$ cat config.mk
export PLATFORM = sky130hd
export DESIGN_NAME = alu_exec_unit
export DESIGN_NICKNAME = d
export VERILOG_FILES = /design/src/rtl/alu_pkg.sv /design/src/rtl/alu_shift_iter.sv /design/src/rtl/alu_exec_unit.sv
export SDC_FILE = /design/constraint.sdc
export NUM_CORES = 1
export LEC_CHECK = 0
export CAP_MARGIN = 20
export CORE_ASPECT_RATIO = 1.75
export CORE_MARGIN = 1.5
export CORE_UTILIZATION = 38
export CTS_BUF_LIST = sky130_fd_sc_hd__clkbuf_4
export DETAILED_ROUTE_END_ITERATION = 16
export GPL_TIMING_DRIVEN = 0
export PLACE_DENSITY = 0.58
export SLEW_MARGIN = 20
export SYNTH_ARGS = -nofsm -noshare
export SYNTH_HDL_FRONTEND = slang
export SYNTH_HIERARCHICAL = 1
export SYNTH_SLANG_ARGS = --single-unit
$ cat constraint.sdc
create_clock -name clk -period 2.4 [get_ports clk]
set_clock_uncertainty 0.2 [all_clocks]
set_input_delay 0.24 -clock clk [delete_from_list [all_inputs] [get_ports clk]]
set_output_delay 0.24 -clock clk [all_outputs]
set_load 0.1 [all_outputs]
$ cat src/rtl/alu_pkg.sv
// Shared definitions for the ALU execution stage: opcodes, FSM states, helpers.
package alu_pkg;

    localparam logic [3:0] OP_AND  = 4'b0000;
    localparam logic [3:0] OP_OR   = 4'b0001;
    localparam logic [3:0] OP_ADD  = 4'b0010;
    localparam logic [3:0] OP_SLTU = 4'b0011;
    localparam logic [3:0] OP_SUB  = 4'b0110;
    localparam logic [3:0] OP_SLT  = 4'b0111;
    localparam logic [3:0] OP_SLL  = 4'b1000;
    localparam logic [3:0] OP_SRL  = 4'b1001;
    localparam logic [3:0] OP_SRA  = 4'b1010;
    localparam logic [3:0] OP_XOR  = 4'b1100;

    typedef enum logic {
        S_IDLE  = 1'b0,
        S_SHIFT = 1'b1
    } state_e;

    function automatic logic is_shift(input logic [3:0] op);
        return (op == OP_SLL) || (op == OP_SRL) || (op == OP_SRA);
    endfunction

endpackage

$ cat src/rtl/alu_shift_iter.sv
// One-bit-per-cycle shifter: holds the working value and a down-counter of
// remaining steps. done_o flags the edge on which the final step lands, and
// result_o is the value the work register takes on that edge.
module alu_shift_iter
    import alu_pkg::*;
#(
    parameter int WIDTH = 32,
    localparam int SW   = $clog2(WIDTH)
) (
    input  logic             clk,
    input  logic             rst_n,
    input  logic             start_i,
    input  logic [3:0]       op_i,
    input  logic [WIDTH-1:0] data_i,
    input  logic [SW-1:0]    amt_i,
    output logic             done_o,
    output logic [WIDTH-1:0] result_o
);

    logic [WIDTH-1:0] work_q, work_d;
    logic [SW-1:0]    count_q;
    logic [3:0]       op_q;

    // Single-bit step: left zero-fill, right zero-fill, or right sign-fill.
    always_comb begin
        work_d = work_q;
        if (op_q == OP_SLL) begin
            work_d = {work_q[WIDTH-2:0], 1'b0};
        end else if (op_q == OP_SRA) begin
            work_d = {work_q[WIDTH-1], work_q[WIDTH-1:1]};
        end else begin
            work_d = {1'b0, work_q[WIDTH-1:1]};
        end
    end

    // Load on start, then step and count down until the counter reaches zero.
    always_ff @(posedge clk or negedge rst_n) begin
        if (!rst_n) begin
            work_q  <= '0;
            count_q <= '0;
            op_q    <= OP_SLL;
        end else if (start_i) begin
            work_q  <= data_i;
            count_q <= amt_i;
            op_q    <= op_i;
        end else if (count_q != '0) begin
            work_q  <= work_d;
            count_q <= count_q - SW'(1);
        end
    end

    assign done_o   = (count_q == SW'(1));
    assign result_o = work_d;

endmodule

$ cat src/rtl/alu_exec_unit.sv
// Execution stage behind the ALU controller. Single-cycle logic/arithmetic,
// iterative shifts (when ITER_SHIFT=1), one registered result slot.
//
// Handshake: a transfer happens on a rising edge where valid && ready.
// in_ready = IDLE && (!out_valid || out_ready), so in_ready depends
// combinationally on out_ready; a result can be consumed and a new one
// written on the same edge. Upstream holds in_* stable while not accepted.
// busy mirrors the FSM state (high exactly in SHIFT).
module alu_exec_unit
    import alu_pkg::*;
#(
    parameter int WIDTH      = 32,
    parameter bit ITER_SHIFT = 1'b1
) (
    input  logic             clk,
    input  logic             rst_n,
    input  logic             in_valid,
    output logic             in_ready,
    input  logic [3:0]       in_op,
    input  logic [WIDTH-1:0] in_a,
    input  logic [WIDTH-1:0] in_b,
    output logic             out_valid,
    input  logic             out_ready,
    output logic [WIDTH-1:0] out_data,
    output logic             out_zero,
    output logic             busy
);

    localparam int SW = $clog2(WIDTH);

    state_e           state_q;
    logic             out_valid_q;
    logic [WIDTH-1:0] out_data_q;
    logic             out_zero_q;
    logic [WIDTH-1:0] alu_res_d;
    logic [SW-1:0]    amt;
    logic             accept;
    logic             shift_start;
    logic             shift_done;
    logic [WIDTH-1:0] shift_res;

    assign amt         = in_b[SW-1:0];
    assign in_ready    = (state_q == S_IDLE) && (!out_valid_q || out_ready);
    assign accept      = in_valid && in_ready;
    assign shift_start = accept && ITER_SHIFT && is_shift(in_op) && (amt != '0);

    // Single-cycle datapath; shifts only reach here when not iterating
    // (amount 0 or ITER_SHIFT=0), so with ITER_SHIFT=1 there is no barrel shifter.
    always_comb begin
        alu_res_d = '0;
        case (in_op)
            OP_AND:  alu_res_d = in_a & in_b;
            OP_OR:   alu_res_d = in_a | in_b;
            OP_XOR:  alu_res_d = in_a ^ in_b;
            OP_ADD:  alu_res_d = in_a + in_b;
            OP_SUB:  alu_res_d = in_a - in_b;
            OP_SLT:  alu_res_d = {{(WIDTH-1){1'b0}}, ($signed(in_a) < $signed(in_b))};
            OP_SLTU: alu_res_d = {{(WIDTH-1){1'b0}}, (in_a < in_b)};
            OP_SLL:  alu_res_d = ITER_SHIFT ? in_a : (in_a << amt);
            OP_SRL:  alu_res_d = ITER_SHIFT ? in_a : (in_a >> amt);
            OP_SRA:  alu_res_d = ITER_SHIFT ? in_a : $unsigned($signed(in_a) >>> amt);
            default: alu_res_d = '0;
        endcase
    end

    alu_shift_iter #(.WIDTH(WIDTH)) u_shift (
        .clk      (clk),
        .rst_n    (rst_n),
        .start_i  (shift_start),
        .op_i     (in_op),
        .data_i   (in_a),
        .amt_i    (amt),
        .done_o   (shift_done),
        .result_o (shift_res)
    );

    // FSM plus output register: 1-cycle results from IDLE, shift results on done.
    always_ff @(posedge clk or negedge rst_n) begin
        if (!rst_n) begin
            state_q     <= S_IDLE;
            out_valid_q <= 1'b0;
            out_data_q  <= '0;
            out_zero_q  <= 1'b1;
        end else begin
            case (state_q)
                S_IDLE: begin
                    if (shift_start) begin
                        state_q     <= S_SHIFT;
                        out_valid_q <= 1'b0;
                    end else if (accept) begin
                        out_valid_q <= 1'b1;
                        out_data_q  <= alu_res_d;
                        out_zero_q  <= (alu_res_d == '0);
                    end else if (out_valid_q && out_ready) begin
                        out_valid_q <= 1'b0;
                    end
                end
                S_SHIFT: begin
                    if (shift_done) begin
                        state_q     <= S_IDLE;
                        out_valid_q <= 1'b1;
                        out_data_q  <= shift_res;
                        out_zero_q  <= (shift_res == '0);
                    end
                end
                default: state_q <= S_IDLE;
            endcase
        end
    end

    assign out_valid = out_valid_q;
    assign out_data  = out_data_q;
    assign out_zero  = out_zero_q;
    assign busy      = (state_q == S_SHIFT);

endmodule

==> results.md, run 1 <==
- The initial antenna violation count was 1.
- The total power of the final layout is 11.9 mW.
- The sequential cell area fraction in the yosys report is 18.6%.
- The layout filler cell count is about 2,500.
- The startpoint kind of the worst setup timing path is a primary input.
- The fraction of final layout cells with drive strength greater than 1 is 40.3%.
- The critical path arrival is 3280 ps.
- The first-pass iteration count of the detailed router is 5.
- The synthesized instance count is about 1,400.
- The largest total area in the synthesized netlist belongs to dfrtp_1.
- Of all nets on the critical path, the largest fanout is 5.
- The utilization after layout is 59.6%.
- The wire length per cell after detailed routing is 25.4 um.
- Timing analysis after detailed placement gives a worst setup slack of -2530 ps.
- At the pin with the least slew margin, the transition time is just under 1000 ps.
- The total overflow reported by the global router is 0.
- Setup repair after global routing could not meet its margin everywhere.
- The final weighted congestion of routability-driven global placement is 0.987.
- The count of final max-slew check failures is 0.
- By area the synthesized netlist is led by dfrtp_1 18%, ha_1 12%, a21oi_1 7.2%.
- The clock net in this run drives a total of 76 sinks.
- The final period demand of the worst path is 3080 ps.
- In this run the tightest slew margin relative to its limit is 35.3%.
- The post-synthesis instance area is between 0.01 and 0.015 mm2.
- The detailed router finished its first iteration with 998 violations.
- Across all layers, the routed design uses about 12,000 vias.
- The highest achievable clock rate is ~0.32 GHz.
- The DRC violation count after routing is 0.
- The post-route fraction of the period consumed by the critical path is 128%.
- Summing all flip-flop and latch instances after layout gives 0.00191 mm2.
- TritonCTS built the clock tree.
- The area of the multi-input gates is between 0.009 and 0.01 mm2.
- The tightest hold path in the finished design has a slack of around 0.99 ps.
- The via density per instance is 6.32.
- Relative to the synthesized area, the layout overhead comes to 54.3%.
- The clock transition at the register clock pins on the worst setup and hold paths after CTS is 120 ps.
- The die covers around 0.028 mm2.
- The estimated wirelength of the detail-placed design is 37.5 mm.
- The final reports fail on negative setup slack.
- For this run, asynchronously set or reset flops after synthesis account for 100%.
- The path class of the tightest hold or removal check is in2reg.
- For the final routed database, the setup TNS stands at -6980 ps.
- The post-synthesis net count is between 1,500 and 2,000.
- Once detail routing completed, the nets flagged for antenna violations numbered 0.
- The count of warnings emitted by yosys is 6.
- After synthesis the netlist holds a flip-flop and latch count of 76.
- The chip height is 220 um.
- The worst setup path is captured at a register.
- The die span in x is ~130 um.
- The total wire length is 50.0 mm.
- The number of placement rows is 79.
- The tool flagged a number of max-cap violations equal to 0.
- The clock tree synthesis step divided the H-tree into 3 levels.
- The final count of hold timing violations is 0.
- By count the netlist is led by 151 x nor2_1, 148 x a21oi_1, 102 x inv_1, 101 x ha_1, 86 x nand2_1.
- The most common cell in the synthesized netlist is nor2_1.
- For this design the top-level I/O count stands at 108.
- The number of CTS-inserted buffers is 9.
- The number of distinct library cells after synthesis is ~100.
- For this run, the total global-route usage over all layers was measured as 35.6%.
- The average instance in the mapped netlist occupies 7.56 um2.
- The source-to-sink clock delay at the later pin of the worst-skew pair is about 480 ps.
- The peak ir drop on the vdd network is 604 uV.
- The global-route wire length before repair is between 70 and 80 mm.
- At the end of the flow, the number of nets in the layout was around 1,800.
- The area share of the largest cell type after synthesis is 18.0%.
- The analysis attributes to cell leakage a power of about 6.5 nW.
- The count of endpoints failing setup in the final report is 21.
- In this run, synthesis inferred 0 flip-flops with an integrated enable.
- The via count of the first global-routing pass is 12,746.
- The starting utilization of the core area is 38.6%.
- The master cell of the clock root buffer is clkbuf_4.
- Among all flip-flop cells after synthesis, the most frequent one is dfrtp_1.
- The pin count of the biggest net entering global routing is 42.
- Across all setup checks in the final design, the least slack found is -680 ps.
- The setup path with the least slack is of type in2reg.
- The flow ran to the end, but the final reports show violations.
- For this design the ratio of total power to cell area is between 700 and 800 mW/mm2.
- For the worst setup path, the data required time is approximately 2600 ps.
- During placement, the flow inserted port buffers numbering 107.
- After floorplanning, the core was sized to cover ~0.027 mm2.
- The number of buffers on the longest clock path is 2.
==> report_power, final <==
group / switching, mW / internal [mW]
Sequential: 0.471 / 1.92
Combinational: 5.60 / 3.00
Clock: 0.478 / 0.424
Total: 6.55 / 5.34
==> registers in the layout, indices dropped and copies added, names as in the netlist <==
register	count
out_data	32
busy	1
out_valid	1
u_shift/work_q	32
out_zero	1
u_shift/count_q	5
u_shift/op_q	4
==> cell families after synthesis <==
| group | Yosys count | synth area share [%] |
|---|---|---|
| AOI/OAI and AO/OA | 470 | 31.7 |
| and+or+nand+nor | 440 | 21.8 |
| buffers and inverters | 199 | 8.06 |
| adders and majority gates | 103 | 12.7 |
| DFF | 76 | 18.6 |
| muxes | 65 | 6.80 |
| xor gates and xnor gates | 4 | 0.341 |
==> through the flow <==
| stage | cells | instance area, um2 |
|---|---|---|
| global route | 1971 | 15800 |
| floorplan | 1357 | 10800 |
| global placement | 1788 | 12300 |
| finish | 1971 | 15800 |
| detailed placement | 1789 | 12300 |
| CTS | 1950 | 15400 |
==> critical path, stage by stage <==
cell and delay (ps):
buf_12 110, inv_6 40, ha_4 210, buf_8 130
or4_4 600, a21oi_4 280, buf_6 150, nor3_2 40
o2bb2ai_2 270, nand2b_4 80, nor4b_4 310, nand4_1 230
nor4b_2 260, nand4_1 130, o31ai_2 190
==> timing repair <==
action	CTS	global route
hold buffers	26	0
gates resized for setup	695	98
gates cloned	4	0
buffers inserted	125	23
pin swaps	139	57
hold endpoints to repair	100	0
endpoints found under the setup margin	112	48
==> path summary, 6_finish.rpt <==
check	depth (start not counted)	start	slack, ps	endpoint
min in group asynchronous	2	rst_n	80	out_data[4]$_DFFE_PN0P_
min	4	in_a[10]	1	u_shift/work_q[10]$_DFFE_PN0P_
max in group asynchronous	3	rst_n	1280	u_shift/op_q[3]$_DFFE_PN1P_
min reg2reg	2	out_data[8]$_DFFE_PN0P_	270	out_data[8]$_DFFE_PN0P_
max	15	in_a[7]	-680	out_zero$_DFFE_PN1P_
max reg2reg	12	u_shift/count_q[1]$_DFFE_PN0P_	-640	out_zero$_DFFE_PN1P_
==> layout by cell type, fill, tap and decap left out, drive strengths merged, types with 23 or more instances in the layout <==
cell,instances
buf,226
nor2,153
a21oi,150
inv,102
ha,101
nand2,86
o21ai,76
dfrtp,74
clkbuf,63
dlygate4sd2,46
nor2b,40
mux2,38
o31a,33
mux2i,27
dlygate4sd3,26
nand3,26
nand2b,23
==> routing by layer <==
metal | track usage, % | vias up | wire length, um | share of wire, %
met1 | 36.9 | 6056 | 17700 | 35
met2 | 64.2 | 618 | 25300 | 51
met4 | 28.9 | 0 | 4250 | 8.5
li1 | - | 5548 | - | -
met3 | 4.52 | 227 | 2770 | 5.5
met5 | 0 | - | 0 | 0
==> area by class of cell <==
type / count / share of cell area, %
Multi-Input combinational cell: 1082 / 60.3
Timing Repair Buffer: 282 / 16.4
Sequential cell: 76 / 12.1
Buffer: 85 / 4.69
Inverter: 105 / 3.03
Tap cell: 324 / 2.56
Clock inverter: 6 / 0.498
Clock buffer: 10 / 0.474
Antenna cell: 1 / 0.0158
(Power assumes the default switching activity.)
==> inputs of run 2 (changes only) <==
--- a/config.mk
+++ b/config.mk
@@ -6,13 +6,15 @@
 export NUM_CORES = 1
 export LEC_CHECK = 0
 export CAP_MARGIN = 20
+export CELL_PAD_IN_SITES_DETAIL_PLACEMENT = 0
+export CELL_PAD_IN_SITES_GLOBAL_PLACEMENT = 1
 export CORE_ASPECT_RATIO = 1.75
 export CORE_MARGIN = 1.5
-export CORE_UTILIZATION = 38
+export CORE_UTILIZATION = 40
 export CTS_BUF_LIST = sky130_fd_sc_hd__clkbuf_4
 export DETAILED_ROUTE_END_ITERATION = 16
 export GPL_TIMING_DRIVEN = 0
-export PLACE_DENSITY = 0.58
+export PLACE_DENSITY = 0.79
 export SLEW_MARGIN = 20
 export SYNTH_ARGS = -nofsm -noshare
 export SYNTH_HDL_FRONTEND = slang
==> run 2 against run 1 <==
Against the previous run:
- the flow still finishes with violations (negative setup slack)
- sequential power is essentially flat
- first-iteration DRC count shrank 11%
- critical endpoint unchanged
- non-clock buffer count grew 21
- sequential cell count is the same
- count of clock-buffer cells in the layout grew 2
- via count grew 0.96%
==> results.md, run 2 (same netlist as run 1, synthesis figures left out) <==
- The run finished, with violations left.
- The checks that failed: negative setup slack.
- The total power density per cell area is between 700 and 800 mW/mm2.
- The estimated wirelength of the detail-placed design is 37.8 mm.
- TritonCTS built the clock tree.
- The count of final max-slew check failures is 0.
- The via density per instance is about 6.3.
- The total number of H-tree levels is 3.
- The final count of hold timing violations is 0.
- The fraction of power spent switching nets is 56.0%.
- Cells with a size suffix above 1 make up 40.7% of the layout.
- The smallest setup slack after layout is -722 ps.
- The first-pass iteration count of the detailed router is 6.
- The largest single stage delay on the critical path is 410 ps.
- The master cell of the clock root buffer is clkbuf_4.
- The source-to-sink clock delay at the later pin of the worst-skew pair is 480 ps.
- Setup repair after global routing could not meet its margin everywhere.
- The number of design-rule violations left by the first detailed-router iteration is 888.
- For the pin with the worst max-slew slack, the measured transition is 980 ps.
- The count of endpoints failing setup in the final report is 22.
- STA classifies the critical path startpoint as a primary input.
- In the final design database the tool counted about 1,800 nets.
- The clock transition at the register clock pins on the worst setup and hold paths after CTS is 120 ps.
- The number of buffers added on ports is 107.
- In this run the standard cell core region covers 0.0252 mm2.
- Across every metal layer, demand over resource in global routing totals 38.0%.
- The switching power total is 6.59 mW.
- The floorplan step set the die height to 215 um.
- Of the total power, combinational logic draws roughly three quarters.
- The top cell types in the final layout, fill and taps aside, are 148 x buf_4, 129 x nor2_1, 106 x a21oi_1.
- The wire length per cell after detailed routing is approximately 26 um.
- The analysis attributes to cell leakage a power of 6.64 nW.
- Pin placement for this block handled 108 I/O pins.
- The die span in x is 124 um.
- The area enclosed by the die boundary is 0.0267 mm2.
- Among cell families on the critical path, the largest total delay comes from compound AO/OA/AOI/OAI gates.
- The total wire length is 51.0 mm.
- Row generation in the floorplan step produced 77 rows.
- The starting utilization of the core area is between 40% and 50%.
- The via count of the first global-routing pass came to between 10,000 and 15,000.
- The library cell used most frequently in the layout, excluding fill and tap cells, is buf_4.
- The number of CTS-inserted buffers is 9.
- The final period demand of the worst path is 3120 ps.
- The global-route wire length before repair is ~76 mm.
- The sequential share of power is 20.3%.
- The area added between synthesis and finish is 54.8%.
- STA puts the critical path data required time at 2600 ps.
- The number of buffers on the longest clock path is 2.
- The total overflow reported by the global router is 0.
- For the final routed database, the setup TNS stands at -8820 ps.
- The pin count of the biggest net entering global routing is 45.
- The clock drives 76 sinks.
- The type of destination of the critical path is a register.
- The worst hold path belongs to the class in2reg.
- The post-route fraction of the period consumed by the critical path is 130%.
- The final weighted congestion of routability-driven global placement is between 0.9 and 1.
- The internal power of the cells totals 5.17 mW.
- The clock network fraction of total power is around 6%.
- The initial antenna violation count is 1.
- Across all hold checks on the routed design, the worst slack comes to 16.0 ps.
- The critical path arrival is 3320 ps.
- Walking the worst path, the cells encountered are buf_8 > clkinvlp_4 > buf_6 > fa_2 > nor2b_4 > o211ai_4 > buf_6 > a211oi_4 > buf_6 > or3b_4 > o211ai_4 > o211ai_4 > nand2_1 > mux2i_1 > a311oi_2 > nand4_1 > o31ai_2.
- The worst setup path is of the in2reg kind.
- The highest achievable clock rate is approximately 0.32 GHz.
- The count of buffer and inverter cells on the critical path is 5.
- The worst-path maximum fanout is 4.
- The critical-path cell with the highest stage delay is or3b_4.
- The routed layout has 12,569 vias.
- The worst-case IR drop observed on VDD is 490 uV.
- The tool flagged a number of max-cap violations equal to 0.
- The count of nets left with antenna violations once routing finished came out at 0.
- The tightest slew margin relative to the limit is 34.9%.
- In the routed design, unresolved DRC markers number 0.
-- run 2: changes by cell type in the layout (fill, tap and decap cells not counted), sizes merged, moves of 2 or more --
cell	before	now
dlygate4sd2	46	50
dlygate4sd3	26	19
clkdlybuf4s15	5	7
dlymetal6s2s	0	3
buf	226	247
bufinv	2	0
-- run 2: per-stage QoR --
step	instance area, um2	util [%]	setup slack (ps)	cells	power [mW]
after floorplan	10800	-	-739	1357	7.82
after global placement	12300	48.6	-2590	1780	9.89
after detailed placement	12300	48.7	-2560	1781	9.98
after CTS	15500	61.3	-650	1964	11.4
after global routing	15900	62.9	-843	1984	12.3
final	15900	62.9	-722	1984	11.8
-- run 2: path summary, 6_finish.rpt --
check | from | cells past startpoint | slack [ps] | to
worst max-delay path | in_b[1] | 17 | -720 | out_zero$_DFFE_PN1P_
worst min-delay path | in_a[17] | 4 | 20 | u_shift/work_q[17]$_DFFE_PN0P_
worst max register to register | u_shift/op_q[3]$_DFFE_PN1P_ | 8 | -620 | out_zero$_DFFE_PN1P_
worst min register to register | out_data[8]$_DFFE_PN0P_ | 2 | 280 | out_data[8]$_DFFE_PN0P_
max in group asynchronous | rst_n | 3 | 1310 | u_shift/op_q[3]$_DFFE_PN1P_
min in group asynchronous | rst_n | 2 | 50 | u_shift/count_q[4]$_DFFE_PN0P_
-- run 2: worst min-delay path, cell delays in order --
cell and delay, ps:
buf_2 160, nor2b_1 120, a21oi_1 50, o31a_1 90
-- run 2: layout make-up --
cell class / count / area [um2]
inverter: 105 / 475
timing repair buffer: 302 / 2740
buffer: 86 / 756
sequential: 76 / 1910
fill: 2270 / 9360
tap: 316 / 395
multi-input combinational: 1082 / 9500
clock buffer: 12 / 90.1
antenna: 1 / 2.50
clock inverter: 4 / 17.5
-- run 2: power groups by stage --
stage	clock (mW)	combinational (mW)	sequential, mW
detailed placement	0	7.57	2.41
global route	0.753	9.11	2.47
global placement	0	7.51	2.38
CTS	0.711	8.34	2.39
finish	0.709	8.66	2.39
floorplan	0	3.49	4.33
-- run 2: per-layer routing --
metal | vias up | GRT usage (%) | part of all wire (%)
met5 | - | 0 | 0
met4 | 0 | 29.6 | 9.8
met3 | 273 | 4.72 | 5.2
met2 | 636 | 67.4 | 50
met1 | 6076 | 39.1 | 35
li1 | 5584 | - | -
-- run 2: timing repair --
action | 4_1_cts | 5_1_grt
setup endpoints to repair | 112 | 48
gates cloned | 6 | 0
endpoints found under the hold margin | 93 | 0
hold buffers | 19 | 0
pin swaps | 147 | 47
buffers inserted | 152 | 25
resized for setup | 689 | 73
